`src/rtl/pdp1_rim_pkg.sv`:
```
// pdp1_rim_pkg
// Shared definitions for the PDP-1 RIM (read-in mode) paper-tape loader:
// FSM state encoding, the two RIM opcodes, and the tape line geometry.
// A RIM word is three 6-bit tape lines; its top six bits are the opcode,
// and its low twelve bits are the address field.
package pdp1_rim_pkg;

  typedef enum logic [2:0] {
    ST_IDLE,
    ST_CMD,
    ST_DATA,
    ST_WRITE,
    ST_DONE,
    ST_ERROR
  } rim_state_t;

  localparam logic [5:0] OPC_DIO = 6'o32;
  localparam logic [5:0] OPC_JMP = 6'o60;

  localparam int RIM_LINES    = 3;
  localparam int LINE_W       = 6;
  localparam int LINE_CNT_W   = 2;
  localparam int ASM_W        = LINE_W * RIM_LINES;
  localparam int ADDR_FIELD_W = 12;

  // Opcode field of an assembled word (top tape line).
  function automatic logic [LINE_W-1:0] rim_opcode(input logic [ASM_W-1:0] word);
    return word[ASM_W-1 -: LINE_W];
  endfunction

  // Address field of an assembled word (low twelve bits).
  function automatic logic [ADDR_FIELD_W-1:0] rim_addr_field(input logic [ASM_W-1:0] word);
    return word[ADDR_FIELD_W-1:0];
  endfunction

endpackage

```
`src/rtl/pdp1_rim_word_assembler.sv`:
```
// pdp1_rim_word_assembler
// Collects hole-8 tape lines into 18-bit words, first line in the MSBs.
// Bytes without the hole-8 flag are ignored and do not advance the count.
// Ports:
//   clock       - clock
//   reset       - synchronous active-high reset
//   clear       - drop any partial word and restart the line count
//   byte_accept - a tape byte is being accepted this cycle
//   byte_data   - the tape byte (bit7 hole-8 flag, bits5:0 data line)
//   word_valid  - one-cycle strobe: this accepted byte completes a word
//   word        - assembled word, valid while word_valid is high
module pdp1_rim_word_assembler
  import pdp1_rim_pkg::*;
(
  input  logic             clock,
  input  logic             reset,
  input  logic             clear,
  input  logic             byte_accept,
  input  logic [7:0]       byte_data,
  output logic             word_valid,
  output logic [ASM_W-1:0] word
);

  localparam int SR_W = LINE_W * (RIM_LINES - 1);

  logic [SR_W-1:0]       shift_reg;
  logic [LINE_CNT_W-1:0] count_reg;
  logic                  line_accept;
  logic                  unused_bit6;

  // Bit 6 of the tape byte carries no information in RIM format.
  assign unused_bit6 = byte_data[6];

  assign line_accept = byte_accept && byte_data[7];

  // The word is presented combinationally on the third line so the loader
  // can act on the same clock edge that accepts that line.
  assign word_valid = line_accept && (count_reg == LINE_CNT_W'(RIM_LINES - 1));
  assign word       = {shift_reg, byte_data[LINE_W-1:0]};

  always_ff @(posedge clock) begin
    if (reset || clear) begin
      shift_reg <= '0;
      count_reg <= '0;
    end else if (line_accept) begin
      shift_reg <= {shift_reg[SR_W-LINE_W-1:0], byte_data[LINE_W-1:0]};
      count_reg <= word_valid ? '0 : count_reg + LINE_CNT_W'(1);
    end
  end

endmodule

```
`src/rtl/pdp1_rim_loader.sv`:
```
// pdp1_rim_loader
// Paper-tape RIM loader for a PDP-1 style main memory. After start it reads
// hole-8 lines from the tape byte stream, decodes dio/data word pairs into
// RAM writes on port B, and stops on a jmp word, reporting its target.
// Ports:
//   clock, reset          - clock, synchronous active-high reset
//   start                 - one-cycle load request (honoured in IDLE/ERROR)
//   rx_valid/rx_data      - tape byte stream in
//   rx_ready              - byte accepted when rx_valid && rx_ready
//   ram_address/ram_data  - RAM write address/data (held between writes)
//   ram_wren              - one-cycle RAM write enable
//   busy                  - load in progress
//   done                  - one-cycle pulse on reaching the jmp word
//   error                 - unknown command opcode seen; held until start/reset
//   start_address         - jmp target of the last completed load
//   words_loaded          - data words written in this load (saturating)
module pdp1_rim_loader
  import pdp1_rim_pkg::*;
#(
  parameter int ADDR_W = 12,
  parameter int WORD_W = 18
) (
  input  logic              clock,
  input  logic              reset,
  input  logic              start,
  input  logic              rx_valid,
  input  logic [7:0]        rx_data,
  output logic              rx_ready,
  output logic [ADDR_W-1:0] ram_address,
  output logic [WORD_W-1:0] ram_data,
  output logic              ram_wren,
  output logic              busy,
  output logic              done,
  output logic              error,
  output logic [ADDR_W-1:0] start_address,
  output logic [ADDR_W-1:0] words_loaded
);

  rim_state_t        state_reg;
  logic              rx_ready_reg;
  logic [ADDR_W-1:0] ram_address_reg;
  logic [WORD_W-1:0] ram_data_reg;
  logic              ram_wren_reg;
  logic              busy_reg;
  logic              done_reg;
  logic              error_reg;
  logic [ADDR_W-1:0] start_address_reg;
  logic [ADDR_W-1:0] words_loaded_reg;
  logic [ADDR_W-1:0] target_reg;

  logic              byte_accept;
  logic              start_ok;
  logic              word_valid;
  logic [ASM_W-1:0]  asm_word;
  logic [ADDR_W-1:0] asm_addr;

  assign byte_accept = rx_valid && rx_ready_reg;
  assign start_ok    = start && (state_reg == ST_IDLE || state_reg == ST_ERROR);
  assign asm_addr    = ADDR_W'(rim_addr_field(asm_word));

  pdp1_rim_word_assembler u_assembler (
    .clock       (clock),
    .reset       (reset),
    .clear       (start_ok),
    .byte_accept (byte_accept),
    .byte_data   (rx_data),
    .word_valid  (word_valid),
    .word        (asm_word)
  );

  always_ff @(posedge clock) begin
    if (reset) begin
      state_reg         <= ST_IDLE;
      rx_ready_reg      <= 1'b0;
      ram_address_reg   <= '0;
      ram_data_reg      <= '0;
      ram_wren_reg      <= 1'b0;
      busy_reg          <= 1'b0;
      done_reg          <= 1'b0;
      error_reg         <= 1'b0;
      start_address_reg <= '0;
      words_loaded_reg  <= '0;
      target_reg        <= '0;
    end else begin
      case (state_reg)
        ST_IDLE, ST_ERROR: begin
          if (start_ok) begin
            state_reg        <= ST_CMD;
            rx_ready_reg     <= 1'b1;
            busy_reg         <= 1'b1;
            error_reg        <= 1'b0;
            words_loaded_reg <= '0;
          end
        end

        ST_CMD: begin
          if (word_valid) begin
            if (rim_opcode(asm_word) == OPC_DIO) begin
              target_reg <= asm_addr;
              state_reg  <= ST_DATA;
            end else if (rim_opcode(asm_word) == OPC_JMP) begin
              start_address_reg <= asm_addr;
              state_reg         <= ST_DONE;
              rx_ready_reg      <= 1'b0;
              busy_reg          <= 1'b0;
              done_reg          <= 1'b1;
            end else begin
              state_reg    <= ST_ERROR;
              rx_ready_reg <= 1'b0;
              busy_reg     <= 1'b0;
              error_reg    <= 1'b1;
            end
          end
        end

        ST_DATA: begin
          // Stall the tape during the write cycle so nothing is accepted
          // while the word is being committed.
          if (word_valid) begin
            state_reg       <= ST_WRITE;
            rx_ready_reg    <= 1'b0;
            ram_wren_reg    <= 1'b1;
            ram_address_reg <= target_reg;
            ram_data_reg    <= WORD_W'(asm_word);
          end
        end

        ST_WRITE: begin
          state_reg    <= ST_CMD;
          rx_ready_reg <= 1'b1;
          ram_wren_reg <= 1'b0;
          if (words_loaded_reg != '1) begin
            words_loaded_reg <= words_loaded_reg + ADDR_W'(1);
          end
        end

        ST_DONE: begin
          state_reg <= ST_IDLE;
          done_reg  <= 1'b0;
        end

        default: begin
          state_reg    <= ST_IDLE;
          rx_ready_reg <= 1'b0;
          ram_wren_reg <= 1'b0;
          busy_reg     <= 1'b0;
          done_reg     <= 1'b0;
        end
      endcase
    end
  end

  assign rx_ready      = rx_ready_reg;
  assign ram_address   = ram_address_reg;
  assign ram_data      = ram_data_reg;
  assign ram_wren      = ram_wren_reg;
  assign busy          = busy_reg;
  assign done          = done_reg;
  assign error         = error_reg;
  assign start_address = start_address_reg;
  assign words_loaded  = words_loaded_reg;

endmodule
```
`config.mk`:
```
export PLATFORM = sky130hd
export DESIGN_NAME = pdp1_rim_loader
export DESIGN_NICKNAME = d
export VERILOG_FILES = /design/src/rtl/pdp1_rim_pkg.sv /design/src/rtl/pdp1_rim_word_assembler.sv /design/src/rtl/pdp1_rim_loader.sv
export SDC_FILE = /design/constraint.sdc
export NUM_CORES = 1
export LEC_CHECK = 0
export BUFFER_PORTS_ARGS = -buffer_cell sky130_fd_sc_hd__clkbuf_2
export CAP_MARGIN = 20
export CORE_ASPECT_RATIO = 1.1
export CORE_UTILIZATION = 30
export DETAILED_ROUTE_END_ITERATION = 10
export PLACE_DENSITY_LB_ADDON = 0.12
export SYNTH_ARGS = -nofsm -noshare
export SYNTH_HDL_FRONTEND = slang
export SYNTH_HIERARCHICAL = 1
export SYNTH_SLANG_ARGS = --single-unit
```
`constraint.sdc`:
```
create_clock -name clock -period 5.15 [get_ports clock]
set_clock_uncertainty 0.1 [all_clocks]
set_input_delay 0.515 -clock clock [delete_from_list [all_inputs] [get_ports clock]]
set_output_delay 0.515 -clock clock [all_outputs]
set_load 0.03 [all_outputs]
```
== After elaboration in Yosys (flattened, before gate mapping) ==
Cells that the tools add are included.
Storage, ports and cells
  bits of input ports: 12
  register bits: 88
  output and inout bits: 59
  word-level logic and storage cells: 86
Cells by class
  mux-type cells: 27
  bitwise logic cells: 5
  $add $sub $neg: 2
  eq/ne operators: 16
  reductions and logical operators: 23
Operator list (count)
  12-bit 2-to-1 mux: 2
  12-bit one-hot mux with 2 select lines: 1
  1-bit 2-to-1 mux: 13
  12-bit by 1-bit adder with 12-bit output (second input constant): 1
  3-bit 2-to-1 mux: 4
  12-bit != test (second input constant): 1
  3-bit one-hot mux with 4 select lines: 1
  4-bit AND reduction: 3
  5-bit AND reduction: 2
  3-bit AND reduction: 3
  2-bit != test (second input constant): 4
  4-bit OR reduction: 2
  3-bit by 2-bit == test with 1-bit output (second input constant): 2
  3-bit == test (second input constant): 2
  6-bit by 5-bit == test with 1-bit output (second input constant): 1
  6-bit == test (second input constant): 1
  2-bit by 1-bit != test with 1-bit output (second input constant): 3
  1-bit one-hot mux with 2 select lines: 3
  1-bit NOT: 5
  1-bit one-hot mux with 5 select lines: 1
  1-bit logical AND: 4
  2-bit AND reduction: 2
  2-bit nonzero test: 2
  3-bit by 1-bit == test with 1-bit output (second input constant): 1
  other kinds (8): 9

== Logic depth before layout (Yosys ltp) ==
Gate-level depths: netlist of the first run.
  depth after elaboration: 5
  depth in mapped cells: 9
  depth with buffers taken out: 6

== By module ==
The synthesis of the first run kept the hierarchy.
By module, submodules not included
  pdp1_rim_loader: seq. area each 1481.4 µm², cells an instance 355, instances 1, area an instance 3044.2 µm²
  pdp1_rim_word_assembler: seq. area each 280.3 µm², cells an instance 72, instances 1, area an instance 745.7 µm²

== Least setup slack after synthesis of the first run ==
Ideal clock, no wire load.
  path kind: reg2reg
  start: register rx_ready_reg, in the netlist rx_ready
  end: register target_reg[11]
  period minus slack after synthesis: 2.299 ns
  arrival time: 2.071 ns
  buffers on the path: 3
  path slack: 2.851 ns
  data required time: 4.922 ns
  stages on the path, launching flop included: 10
  setup time: 0.128 ns
  path through: dfxtp_1 -> and2_1 -> buf_6 -> buf_8 -> and4b_1 -> and4bb_2 -> nand3_1 -> buf_4 -> mux2i_1 -> nor2_1
On the way
  word-level cells in the longest chain between the ends: 4
RTL lines
  from (decl): RTL line pdp1_rim_loader.sv:40  | logic rx_ready_reg;
  from (signal assigned): RTL line pdp1_rim_loader.sv:74  | rx_ready_reg <= 1'b0;
  from (signal assigned): RTL line pdp1_rim_loader.sv:89  | rx_ready_reg <= 1'b1;
  from (signal assigned): RTL line pdp1_rim_loader.sv:104  | rx_ready_reg <= 1'b0;
  1-bit logical AND: RTL line pdp1_rim_loader.sv:57  | assign byte_accept = rx_valid && rx_ready_reg;
  net byte_accept: RTL line pdp1_rim_loader.sv:51  | logic byte_accept;
  1-bit logical AND: RTL line pdp1_rim_word_assembler.sv:34  | assign line_accept = byte_accept && byte_data[7];
  1-bit logical AND: RTL line pdp1_rim_word_assembler.sv:38  | assign word_valid = line_accept && (count_reg == LINE_CNT_W'(RIM_LINES - 1));
  net word_valid: RTL line pdp1_rim_loader.sv:53  | logic word_valid;
  3-bit AND reduction (no source line)
  to (signal assigned): RTL line pdp1_rim_loader.sv:99  | target_reg <= asm_addr;
  to (decl): RTL line pdp1_rim_loader.sv:49  | logic [ADDR_W-1:0] target_reg;
The timed path passes the listed nets, and every way through them passes these cells.
A chain may end at the register's enable or synchronous reset.

== Final worst setup path of the first run ==
  start: register rx_ready_reg, in the netlist rx_ready
  end: register target_reg[3]
The elaborated chain is that of the path after synthesis.

==> results of run 1 <==
[through the flow]
step | std cells | hold slack (ns) | power (mW) | util
final | 636 | 0.3471 | 1.435 | 0.3661
after global routing | 636 | 0.3666 | 1.496 | 0.3661
after CTS | 636 | 0.3584 | 1.458 | 0.3661
after detailed placement | 620 | 0.3492 | 0.7698 | 0.3405
after global placement | 620 | 0.3425 | 0.7694 | 0.3405
after floorplan | 427 | 0.3316 | 0.7583 | -
[layout make-up]
type / instances / area, um^2
Clock buffer: 10 / 239.0
Clock inverter: 6 / 72.57
Fill cell: 1292 / 7729
Inverter: 7 / 26.28
Multi-Input combinational cell: 298 / 1795
Sequential cell: 88 / 1762
Tap cell: 154 / 192.7
Timing Repair Buffer: 73 / 375.4
[Yosys cell counts, types with 2 or more instances]
cell type | instances | area (um^2)
nand3_2 | 2 | 20.02
nand2b_1 | 2 | 12.51
o21ai_0 | 6 | 30.03
o22a_1 | 3 | 26.28
o211ai_1 | 2 | 15.01
nor2b_1 | 2 | 12.51
dfxtp_1 | 88 | 1762
a21bo_1 | 6 | 60.06
buf_2 | 7 | 35.03
nand4bb_1 | 2 | 22.52
a211o_1 | 3 | 26.28
nand4_1 | 2 | 12.51
a21oi_2 | 10 | 87.58
a31oi_1 | 2 | 12.51
o21a_1 | 2 | 15.01
buf_4 | 11 | 82.58
a21oi_1 | 48 | 240.2
buf_6 | 3 | 33.78
nor4_1 | 3 | 18.77
a211oi_1 | 2 | 15.01
o211a_1 | 2 | 20.02
mux2i_1 | 26 | 260.3
nand3_1 | 18 | 90.09
a21bo_2 | 8 | 80.08
inv_1 | 7 | 26.28
a21o_1 | 2 | 15.01
nor2_1 | 34 | 127.6
nand2_1 | 76 | 285.3
clkbuf_1 | 12 | 45.04
nor3_1 | 11 | 55.05
[layer usage]
layer / track usage / routed length (um) / vias up
li1: - / - / 1579
met1: 0.2049 / 4555 / 1481
met2: 0.2339 / 4219 / 59
met3: 0.04074 / 457 / 8
met4: 0.05321 / 122 / 0
met5: 0 / 0 / -
[worst paths after layout]
kind	depth (start not counted)	startpoint	slack (ns)	endpoint
worst max-delay path	7	rx_ready$_SDFFE_PP0P_	2.40	target_reg[3]$_SDFFE_PP0P_
worst min-delay path	2	target_reg[8]$_SDFFE_PP0P_	0.35	ram_address[8]$_SDFFE_PP0P_
worst max register to register	7	rx_ready$_SDFFE_PP0P_	2.40	target_reg[3]$_SDFFE_PP0P_
worst min register to register	2	target_reg[8]$_SDFFE_PP0P_	0.35	ram_address[8]$_SDFFE_PP0P_
[cell families after synthesis]
family / count (synthesis) / synth area share
AND/OR/NAND/NOR: 166 / 0.2087
adder cells (fa/ha/maj): 1 / 0.003301
multiplexers: 27 / 0.07164
buffers and inverters: 41 / 0.06272
XOR/XNOR: 1 / 0.002311
flip-flops: 88 / 0.4648
AO/OA/AOI/OAI: 103 / 0.1865
[worst register-to-register path, cell delays in order, from the launching register on]
cell      delay, ns
dfxtp_1        0.36
and2_1         0.14
buf_4          0.28
and4b_1        0.41
and4bb_2       0.33
nand3_1        0.60
mux2i_1        0.36
nor2_1         0.06
[report_power, final]
| part | switching (mW) | internal, mW | leakage (nW) |
|---|---|---|---|
| clock network | 0.286 | 0.395 | 0.150 |
| logic | 0.0428 | 0.0183 | 1.03 |
| registers | 0.00787 | 0.684 | 0.710 |
| total | 0.337 | 1.10 | 1.89 |
==> flow_metrics.env, run 1 <==
export IMPL_nets=490
export IMPL_ys_warn_count=6
export IMPL_cap_violations=0
export IMPL_numCtsBuffers=9
export IMPL_syn_area_per_cell_um2=8.876
export IMPL_synth_seq_area_share=0.4648
export IMPL_hpwl_um=6370
export IMPL_rows=42
export IMPL_coreArea_um2=12190
export IMPL_finalCritPeriodShare=0.5346
export IMPL_crit_fanout=29
export IMPL_synth_cell_types=55
export IMPL_clkLatencyLatePin_ns=0.34
export IMPL_max_freq_mhz=363.2
export IMPL_drc=0
export IMPL_final_hold_violation_count=0
export IMPL_cts_clk_slew_worst_paths_ns=0.07
export IMPL_gp_congestion=0.8482
export IMPL_htree_levels=3
export IMPL_synth_edf_count=0
export IMPL_worst_setup_path_end_kind="flip-flop"
export IMPL_cts_sinks=88
export IMPL_fin_area_um2=4463
export IMPL_die_h_um=119.9
export IMPL_layout_area_overhead_vs_synth_pct=17.76
export IMPL_yosys_register_bits=88
export IMPL_synthFlopType="dfxtp_1"
export IMPL_cts_tree="yes"
export IMPL_grt_pass1_wl_um=15310
export IMPL_final_common_cell="dfxtp_1"
export IMPL_avgViaCountPerCell=4.917
export IMPL_clk_path_buf_depth=2
export IMPL_crit_required_ns=5.27
export IMPL_cp_num_buf_inv=1
export IMPL_cts_root_buffer="clkbuf_16"
export IMPL_layout_common_cells="dfxtp_1, nand2_1, clkbuf_2"
export IMPL_top_level_ports=71
export IMPL_powerDensity_nw_per_um2=321.4
export IMPL_irDropWorstVdd_uv=180.3
export IMPL_synth_nets=440
export IMPL_hold_class="reg2reg"
export IMPL_pre_cts_ws_ns=2.158
export IMPL_postCtsHoldBufs=0
export IMPL_layout_setup_ws_ns=2.397
export IMPL_async_reset_ff_frac=0
export IMPL_layout_drive_gt1_share=0.2407
export IMPL_antenna_found_initial=0
export IMPL_grt_max_degree=37
export IMPL_cpPeakStageDelay_ns=0.60
export IMPL_drtAntennaViolNets=0
export IMPL_finalSetupViolations=0
export IMPL_die_area_um2=13090
export IMPL_crit_family="simple AND/OR/NAND/NOR gates"
export IMPL_fin_setup_tns_ns=0
export IMPL_synth_cells=427
export IMPL_path_cells="and2_1 -> buf_4 -> and4b_1 -> and4bb_2 -> nand3_1 -> mux2i_1 -> nor2_1"
export IMPL_initial_utilization=0.3109
export IMPL_cp_start_kind="flip-flop"
export IMPL_p_leak_nw=1.887
export IMPL_gr_total_overflow=0
export IMPL_wirelength_um=9354
export IMPL_drt_iter0_markers=233
export IMPL_status="completed"
export IMPL_detail_route_first_pass_iterations=7
export IMPL_worstMarginPinSlew_ns=0.8369
export IMPL_critPathSlowestCell="nand3_1"
export IMPL_critPathKind="reg2reg"
export IMPL_arrival_ns=2.87
export IMPL_num_vias=3127
export IMPL_wl_per_cell_um=14.71
export IMPL_post_cts_resized=0
export IMPL_largest_reg_flops=18
export IMPL_grt_pass1_vias=2915
export IMPL_placedInstanceArea_um2=4151
export IMPL_rsz0062_at_grt="false"
export IMPL_n_antenna_cell=0
export IMPL_die_w_um=109.2
export IMPL_slew_headroom=0.4405
export IMPL_port_buffers=69
export IMPL_grt_usage=0.1528
export IMPL_post_cts_setup_buffers=0
export IMPL_netlist_area_um2=3790
export IMPL_slew_viol_final=0
export IMPL_period_minus_slack_ns=2.753
(Power assumes the default switching activity.)
==> inputs of run 2 (changes only) <==
Clock period 5.15 ns to 2.5 ns, I/O delays scaled along.
==> run 2 against run 1 <==
Against the previous run: sequential cell count unchanged; highest routed layer unchanged; utilization up 0.26 points; cell count up 0.79%; first-iteration DRC count down 6.4%; critical endpoint is now words_loaded[5]$_SDFFE_PP0P_.
==> flow_metrics.env, run 2 (synthesis gave the netlist of run 1 again) <==
export IMPL_status="completed"
export IMPL_wl_per_cell_um=14.70
export IMPL_crit_required_ns=2.63
export IMPL_post_cts_setup_buffers=0
export IMPL_finalSetupViolations=0
export IMPL_p_sw_frac=0.2382
export IMPL_finalCritPeriodShare=0.8371
export IMPL_drtAntennaViolNets=0
export IMPL_fin_setup_tns_ns=0
export IMPL_coreArea_um2=12190
export IMPL_cts_clk_slew_worst_paths_ns=0.07
export IMPL_die_w_um=109.2
export IMPL_drt_iter0_markers=218
export IMPL_worstRegToRegCells=5
export IMPL_pwr_share_comb=0.044
export IMPL_cap_violations=0
export IMPL_grt_pass1_wl_um=15300
export IMPL_htree_levels=3
export IMPL_whs_endpoint="ram_data[4]$_SDFFE_PP0P_"
export IMPL_post_cts_resized=0
export IMPL_hpwl_um=6452
export IMPL_r2r_end="words_loaded[5]$_SDFFE_PP0P_"
export IMPL_drc=0
export IMPL_cts_tree="yes"
export IMPL_crit_fanout=9
export IMPL_finalPower_mw=2.936
export IMPL_arrival_ns=2.22
export IMPL_min_path_cells=3
export IMPL_avgViaCountPerCell=4.942
export IMPL_nFillCells=1305
export IMPL_n_antenna_cell=0
export IMPL_cts_sinks=88
export IMPL_powerDensity_nw_per_um2=653.3
export IMPL_rsz0062_at_grt="false"
export IMPL_grt_pass1_vias=2996
export IMPL_nets=495
export IMPL_hold_class="in2reg"
export IMPL_seq_power_share=0.486
export IMPL_numCtsBuffers=9
export IMPL_rows=42
export IMPL_max_freq_mhz=477.8
export IMPL_gp_congestion=0.8006
export IMPL_final_hold_violation_count=0
export IMPL_layout_drive_gt1_share=0.2485
export IMPL_worstMarginPinSlew_ns=0.7598
export IMPL_num_vias=3168
export IMPL_cts_root_buffer="clkbuf_16"
export IMPL_die_h_um=119.9
export IMPL_holdCritStartpoint="rx_data[4]"
export IMPL_slew_headroom=0.4935
export IMPL_postCtsHoldBufs=0
export IMPL_clkLatencyLatePin_ns=0.34
export IMPL_p_sw_uw=699.5
export IMPL_final_common_cell="dfxtp_1"
export IMPL_layout_area_overhead_vs_synth_pct=18.59
export IMPL_clk_path_buf_depth=2
export IMPL_largest_reg_flops=18
export IMPL_period_minus_slack_ns=2.093
export IMPL_wirelength_um=9421
export IMPL_grt_max_degree=58
export IMPL_worstReg2RegStart="words_loaded[0]$_SDFFE_PP0P_"
export IMPL_gr_total_overflow=0
export IMPL_detail_route_first_pass_iterations=4
export IMPL_regToRegSetupSlack_ns=0.41
export IMPL_worst_setup_path_end_kind="flip-flop"
export IMPL_top_level_ports=71
export IMPL_cp_start_kind="flip-flop"
export IMPL_critPathKind="reg2reg"
export IMPL_die_area_um2=13090
export IMPL_slew_viol_final=0
export IMPL_p_leak_nw=1.909
export IMPL_clkPwrFrac=0.470
export IMPL_grt_usage=0.1526
export IMPL_layout_common_cells="dfxtp_1, nand2_1, clkbuf_2"
export IMPL_irDropWorstVdd_uv=266.9
export IMPL_antenna_found_initial=0
export IMPL_port_buffers=69
export IMPL_initial_utilization=0.3109
export IMPL_p_int_mw=2.236
==> run 2: cell types whose count changed in the layout (fill, tap and decap cells not counted) <==
| cell | change |
|---|---|
| clkbuf_8 | -1 |
| clkinv_2 | +1 |
| buf_4 | +5 |
| clkinv_4 | +1 |
| inv_6 | -2 |
| inv_8 | +1 |
==> run 2: power groups by stage <==
stage	logic [mW]	clock network (mW)	registers, mW
after floorplan	0.106	0	1.46
after global placement	0.130	0	1.46
after detailed placement	0.131	0	1.46
after CTS	0.131	1.42	1.43
after global routing	0.142	1.48	1.43
final	0.129	1.38	1.43
==> run 2: layout make-up <==
cell class                 count  area, um^2  share of cell area
multi-input combinational    298        1795              0.3995
sequential                    88        1762              0.3920
tap                          154       192.7             0.04287
clock inverter                 7       80.08             0.01782
inverter                       7       26.28            0.005846
timing repair buffer          78       412.9             0.09187
clock buffer                   9       225.2             0.05011
==> run 2: through the flow <==
step           setup WS (ns)    util  hold slack [ns]  cells  area, um^2
2_1_floorplan         0.2012       -           0.3062    427        3790
3_3_place_gp          0.4420  0.3436           0.3408    625        4189
3_5_place_dp          0.4270  0.3436           0.3449    625        4189
4_1_cts               0.4101  0.3686           0.1039    641        4494
5_1_grt               0.2479  0.3686           0.1204    641        4494
6_report              0.4073  0.3686          0.09975    641        4494
==> run 2: layer usage <==
layer	vias up	wire (um)	GRT usage
met5	-	0	0
met4	0	149	0.06588
met3	11	499	0.03802
met2	72	4333	0.2386
met1	1492	4438	0.1970
li1	1593	-	-
==> run 2: how the worst max path moves through the flow <==
| stage | slack (ns) | cells after the start | startpoint | end |
|---|---|---|---|---|
| 6_report | 0.41 | 5 | words_loaded[0]$_SDFFE_PP0P_ | words_loaded[5]$_SDFFE_PP0P_ |
| 5_1_grt | 0.25 | 6 | rx_ready$_SDFFE_PP0P_ | start_address[10]$_SDFFE_PP0P_ |
| 4_1_cts | 0.41 | 5 | words_loaded[0]$_SDFFE_PP0P_ | words_loaded[5]$_SDFFE_PP0P_ |
| 3_5_place_dp | 0.43 | 5 | words_loaded[0]$_SDFFE_PP0P_ | words_loaded[5]$_SDFFE_PP0P_ |
| 3_3_place_gp | 0.44 | 5 | words_loaded[0]$_SDFFE_PP0P_ | words_loaded[5]$_SDFFE_PP0P_ |
| 2_1_floorplan | 0.20 | 9 | rx_ready$_SDFFE_PP0P_ | target_reg[11]$_SDFFE_PP0P_ |
==> run 2: worst max-delay path, stage by stage, from the launching register on <==
cell and delay, ns:
dfxtp_1 0.47, ha_1 0.26, nand3_2 0.18, nor4_4 0.62, nor4_1 0.13, o22a_1 0.22
